`src/rtl/t_ff_count_ctrl.sv`:
```
// Toggle-input sequencer for an external bank of t_ff bits forming a mod-MOD counter.
// Computes the bank's T inputs from the command, FSM state and q feedback.
module t_ff_count_ctrl #(
    parameter int WIDTH = 4,
    parameter int MOD   = 10
) (
    input  logic             clk,
    input  logic             reset,
    input  logic             start,
    input  logic             stop,
    input  logic             en,
    input  logic             dir,
    input  logic             oneshot,
    input  logic             clr,
    input  logic             load,
    input  logic [WIDTH-1:0] load_val,
    input  logic [WIDTH-1:0] q_fb,
    output logic [WIDTH-1:0] t_out,
    output logic             busy,
    output logic             wrap
);

    typedef enum logic {
        IDLE = 1'b0,
        RUN  = 1'b1
    } state_e;

    localparam logic [WIDTH:0]   MOD_X = (WIDTH + 1)'(MOD);
    localparam logic [WIDTH-1:0] MAX_V = WIDTH'(MOD - 1);

    state_e state_q, state_d;
    logic   busy_q, busy_d;
    logic   wrap_q, wrap_d;

    logic [WIDTH-1:0] lval;
    logic [WIDTH-1:0] inc_t;
    logic [WIDTH-1:0] dec_t;
    logic             up_wrap;
    logic             dn_wrap;
    logic             step_up;
    logic             step_dn;

    // Out-of-range load values saturate to the top legal count.
    always_comb begin
        lval = load_val;
        if ({1'b0, load_val} >= MOD_X) begin
            lval = MAX_V;
        end
    end

    // Ripple masks: a bit toggles when all lower bits are 1 (up) or 0 (down).
    always_comb begin
        inc_t    = '0;
        dec_t    = '0;
        inc_t[0] = 1'b1;
        dec_t[0] = 1'b1;
        for (int i = 1; i < WIDTH; i++) begin
            inc_t[i] = inc_t[i-1] & q_fb[i-1];
            dec_t[i] = dec_t[i-1] & ~q_fb[i-1];
        end
    end

    always_comb begin
        up_wrap = (q_fb >= MAX_V);
        dn_wrap = (q_fb == '0) || ({1'b0, q_fb} >= MOD_X);
        step_up = (state_q == RUN) && en && dir && !clr && !load;
        step_dn = (state_q == RUN) && en && !dir && !clr && !load;
    end

    always_comb begin
        t_out  = '0;
        wrap_d = 1'b0;
        if (!reset) begin
            t_out = '0;
        end else if (clr) begin
            t_out = q_fb;
        end else if (load) begin
            t_out = q_fb ^ lval;
        end else if (step_up) begin
            if (up_wrap) begin
                t_out  = q_fb;
                wrap_d = 1'b1;
            end else begin
                t_out = inc_t;
            end
        end else if (step_dn) begin
            if (dn_wrap) begin
                t_out  = q_fb ^ MAX_V;
                wrap_d = 1'b1;
            end else begin
                t_out = dec_t;
            end
        end
    end

    always_comb begin
        state_d = state_q;
        unique case (state_q)
            IDLE: begin
                if (start && !stop) begin
                    state_d = RUN;
                end
            end
            RUN: begin
                if (stop || (oneshot && wrap_d)) begin
                    state_d = IDLE;
                end
            end
            default: state_d = IDLE;
        endcase
        busy_d = (state_d == RUN);
    end

    always_ff @(posedge clk or negedge reset) begin
        if (!reset) begin
            state_q <= IDLE;
            busy_q  <= 1'b0;
            wrap_q  <= 1'b0;
        end else begin
            state_q <= state_d;
            busy_q  <= busy_d;
            wrap_q  <= wrap_d;
        end
    end

    assign busy = busy_q;
    assign wrap = wrap_q;

endmodule

```
`config.mk`:
```
export PLATFORM = sky130hd
export DESIGN_NAME = t_ff_count_ctrl
export DESIGN_NICKNAME = d
export VERILOG_FILES = /design/src/rtl/t_ff_count_ctrl.sv
export SDC_FILE = /design/constraint.sdc
export NUM_CORES = 1
export LEC_CHECK = 0
export BUFFER_PORTS_ARGS = -buffer_cell sky130_fd_sc_hd__buf_2
export CAP_MARGIN = 20
export CORE_AREA = 2 2 39 41
export DETAILED_ROUTE_END_ITERATION = 6
export DIE_AREA = 0 0 41 43
export REMOVE_ABC_BUFFERS = 1
export SLEW_MARGIN = 20
export SYNTH_ARGS = -nofsm -noshare
export SYNTH_HDL_FRONTEND = slang
export SYNTH_SLANG_ARGS = --single-unit
export TNS_END_PERCENT = 100
```
`constraint.sdc`:
```
create_clock -name clk -period 2.24 [get_ports clk]
set_clock_uncertainty 0.2 [all_clocks]
set_input_delay 0.56 -clock clk [delete_from_list [all_inputs] [get_ports clk]]
set_output_delay 0.56 -clock clk [all_outputs]
set_load 0.005 [all_outputs]
```
Word level (Yosys, flattened, before mapping)
Index checks and enable logic that the tools add are counted.
W data, S select, Z words.
{"block": "word_totals", "romBits": 0, "mem_count": 0, "register_bits": 2, "inputBits": 17, "latchBits": 0, "out_inout_bits": 6, "mem_bits_rw": 0, "word_cells": 49}
{"block": "classes", "n_shift": 0, "add_sub_neg": 0, "magnitude_cmp": 3, "n_div": 0, "eq_ne": 0, "n_mux": 18, "n_bitwise": 10, "multipliers": 0, "n_reduce_logical": 16}
{"cell": "$mux W4", "n": 8}
{"cell": "$ge A4 B4 Y1 const B", "n": 3}
{"cell": "$logic_and A1 B1 Y1", "n": 9}
{"cell": "$mux W1", "n": 9}
{"cell": "$and A1 B1 Y1", "n": 4}
{"cell": "$logic_not A1 Y1", "n": 4}
{"cell": "$logic_not A4 Y1", "n": 1}
{"cell": "$not A1 Y1", "n": 4}
{"cell": "$xor A4 B4 Y4", "n": 1}
{"cell": "$logic_or A1 B1 Y1", "n": 2}
{"cell": "$not A2 Y2", "n": 1}
{"cell": "$pmux W1 S2", "n": 1}

Logic depth before layout (Yosys ltp)
{"block": "depth", "depth_word": 13, "ltp_mapped": 5, "mapped_depth_nobuf": 4}

Worst setup path before layout
OpenSTA, ideal clock, no wires.
{"block": "synth_timing", "path_kind": "input port to output port", "startpoint": "input q_fb[0]", "endpoint": "output t_out[0]", "arrival_ps": 1298, "n_path_buf": 1, "path_slack_ps": 182, "path_stages": 5, "t_required_ps": 1480, "path_cell_list": "buf_4 -> xnor2_1 -> o2111ai_1 -> nand2_1 -> o31a_1"}
{"block": "synth_via", "elab_chain_cells": 8, "word_cells_on_any_way": 13, "classes_between": "order compare (2); mux (7); bitwise (2); reduce/logical (2)"}
{"item": "start, declared", "line": "17", "rtl": "input logic [WIDTH-1:0] q_fb,"}
{"item": "$ge A4 B4 Y1 / $logic_not A4 Y1 (equally long branches)", "line": "65", "rtl": "dn_wrap = (q_fb == '0) || ({1'b0, q_fb} >= MOD_X);"}
{"item": "$logic_or A1 B1 Y1", "line": "65"}
{"item": "$mux W4", "line": "87", "rtl": "if (dn_wrap) begin"}
{"item": "$mux W4", "line": "86", "rtl": "end else if (step_dn) begin"}
{"item": "$mux W4", "line": "79", "rtl": "end else if (step_up) begin"}
{"item": "$mux W4", "line": "77", "rtl": "end else if (load) begin"}
{"item": "$mux W4 (*)", "line": "75", "rtl": "end else if (clr) begin"}
{"item": "$mux W4 (*)", "line": "73", "rtl": "if (!reset) begin"}
{"item": "end, declared", "line": "18", "rtl": "output logic [WIDTH-1:0] t_out,"}
Every way passes the cells marked *; elsewhere a longest branch is shown, timed or not.

Worst setup path in the final report
{"block": "layout_timing", "startpoint": "input clr", "endpoint": "output t_out[3]"}
{"block": "layout_via", "elab_chain_cells": 8, "word_cells_on_any_way": 10, "classes_between": "mux (5); reduce/logical (5)"}
{"item": "start, declared", "line": "14", "rtl": "input logic clr,"}
{"item": "$logic_not A1 Y1", "line": "66, 67"}
{"item": "$logic_and A1 B1 Y1 (2 in a row)", "line": "67", "rtl": "step_dn = (state_q == RUN) && en && !dir && !clr && !load;"}
{"item": "$mux W4", "line": "86"}
{"item": "$mux W4", "line": "79"}
{"item": "$mux W4", "line": "77"}
{"item": "$mux W4 (*)", "line": "75"}
{"item": "$mux W4 (*)", "line": "73"}
Marks and branches as above.

==> qor.yml <==
sta:
  drv_slew: 0
  finalWorstSetupSlack_ns: -0.0245
  finalSetupViolCount: 1
  grt_setup_unrepaired: "true"
  relSlewSlack_pct: 82.2
  fin_crit_sh_pct: 101
  achievable-frequency_ghz: 0.442
  tightestPinTransition_ns: 0.265
  final.min_clock_period_ns: 2.26
  hold_viol: 0
global_route:
  grt_antenna_before_repair: 0
  grt_pass1_vias: 531
  grtUsageTotal_pct: 16.8
  grt_max_degree: 10
  grt_overflow_total: 0
  grt_pass1_wl_um: 2110
route:
  wirelength_um: 1350
  wl_met3_um: 54
  wl_per_cell_um: 12.8
  dr_total_vias: 560
  met2_wirelength_um: 674
  met1_length_um: 617
  drt_pass1_iterations: 4
  top_layer: "met3"
  drc: 0
  drtIter0Drc: 9
  ant_nets: 0
  vias_per_cell: 5.33
clock_network:
  cts_buffers: 3
  cts_tree: "yes"
  htreeDepth: 1
  cts.path.max_buffers: 2
  cts_sinks: 2
  cts_root_buf: "clkbuf_4"
  clkSlewWorstSetupHoldPaths_ns: 0.03
  clk_latency_ns: 0.22
yosys:
  synth-seq-cells: 2
  synthFlopType: "dfrtp_1"
  synth_common_cells: "6 x a21oi_1, 5 x nor2_1, 4 x o21ai_0"
  yosysTopAreaCell: "dfrtp_1"
  synth.most_common_cell: "a21oi_1"
  ys_top_cells_by_area: "dfrtp_1 12%, a21oi_1 7.5%, buf_6 5.6%, o21ai_0 5.0%, nor2_1 4.7%"
  synth_edf_count: 0
  synth_warnings: 0
  async_reset_ff_share_pct: 100
  synth_cell_type_count: 33
  synth_top_area_share_pct: 12.4
  synth-seq-area-share_pct: 12.4
  syn_inst: 54
  avgSynthCellArea_um2: 7.46
  synth_area_um2: 403
worst_setup_path:
  worst_ep_required_time_ns: 1.48
  critical_path_class: "input pin to output pin"
  worstPathArrival_ns: 1.50
  path_buf_inv: 2
  path_delay_family: "simple AND/OR/NAND/NOR gates"
  cp_cell_sequence: "buf_6 -> nand2b_4 -> or3b_4 -> a21oi_2 -> o21bai_1 -> buf_2"
  worstReg2RegStart: "busy"
  startpoint: "clr"
  cp_max_fo: 2
  worstSetupStartpointType: "input pin"
  crit_slowest_cell: "or3b_4"
  cpPeakStageDelay_ns: 0.37
  endpoint_kind: "output pin"
placement:
  dp_hpwl_um: 1020
  gp_congestion: 0.795
  io_buffers: 22
  pre_cts_slack_ns: -0.0801
  dp.cells: 100
run_status:
  status: "finished with violations"
  failed_checks: "setup timing"
finish:
  antennaDiodeCount: 0
  multiInputGateArea_um2: 349
  synthToLayoutAreaGrowth_pct: 68.9
  drive_above_1_share_pct: 55.1
  regArea_um2: 50.0
  fin_cells: 105
  nets: 108
  fillers: 136
  fin_util_pct: 49.2
hold_path:
  min_from: "stop"
  hp-class: "input pin to register"
run:
  maxCapViolCount: 0
power_and_ir_drop:
  powerDensity_nw_per_um2: 328
  p_leak_nw: 0.327
  peakVddDrop_mv: 0.178
floorplan:
  fp.dieW_um: 41
  ios: 23
  die_h_um: 43
  core.rowCount: 14
  fp.coreArea_um2: 1380
  die-area_um2: 1760
  initial_core_util_pct: 29.1
## logic make-up (layout without fill, tap and decap cells)
| logic type | count (synthesis) | after routing | synth area share [%] |
|---|---|---|---|
| buf+inv | 6 | 41 | 10.6 |
| xor+xnor | 2 | 2 | 4.35 |
| flops | 2 | 2 | 12.4 |
| compound gates | 25 | 25 | 43.8 |
| simple gates | 19 | 19 | 28.9 |
## final cells by class
class                           count  area share (%)
Timing Repair Buffer               36            34.0
Clock buffer                        3            3.31
Tap cell                           16            2.94
Sequential cell                     2            7.35
Multi-Input combinational cell     46            51.3
Inverter                            2            1.10
## timing repair
item | 4_1_cts | 5_1_grt
hold endpoints to repair | 2 | 0
setup buffers | 1 | 0
pin swaps | 5 | 6
hold buffers | 1 | 0
endpoints found under the setup margin | 4 | 4
resized for setup | 5 | 12
## routing by layer
| layer | vias to the layer above | track usage [%] |
|---|---|---|
| met3 | 0 | 1.57 |
| met2 | 13 | 28.7 |
| met5 | - | 0 |
| met1 | 268 | 20.3 |
| li1 | 279 | - |
| met4 | 0 | 6.00 |
## metrics by stage
step / hold slack [ns] / total power, mW / area [um2] / setup TNS, ns
final: 0.290 / 0.223 / 681 / -0.0245
after global routing: 0.291 / 0.240 / 681 / -0.169
after CTS: 0.282 / 0.220 / 642 / -0.0265
after detailed placement: 0.179 / 0.131 / 588 / -0.150
after global placement: 0.178 / 0.128 / 588 / -0.0638
after floorplan: 0.0644 / 0.0741 / 368 / 0
## where the power goes
| part | switching [mW] | internal (mW) |
|---|---|---|
| sequential | 0.00175 | 0.0378 |
| clock | 0.0196 | 0.0590 |
| combinational | 0.0502 | 0.0550 |
| total | 0.0716 | 0.152 |
## layout by cell type, fill, tap and decap left out, types with 2 or more instances in the layout
master	synthesis	routed
o21ai_1	0	2
clkbuf_4	0	3
nand2b_1	2	2
nor2_1	5	3
buf_4	1	16
o21ai_0	4	2
nand2_1	2	2
a21oi_2	0	2
a21oi_1	6	4
dfrtp_1	2	2
a211oi_1	2	2
buf_2	1	18
o21a_1	2	2
inv_1	2	2
## registers in the layout, summed over array words and instances (netlist names)
register  count
busy          1
wrap          1
## path summary, 6_finish.rpt
path | slack [ns] | cells past startpoint | endpoint
min | 0.29 | 2 | busy
min reg2reg | 0.43 | 2 | busy
min in group asynchronous | 0.53 | 2 | wrap
max reg2reg | 0.74 | 5 | busy
max | -0.02 | 6 | t_out[3]
max in group asynchronous | 1.18 | 2 | busy
No activity file was read; power rests on OpenSTA's default activity.
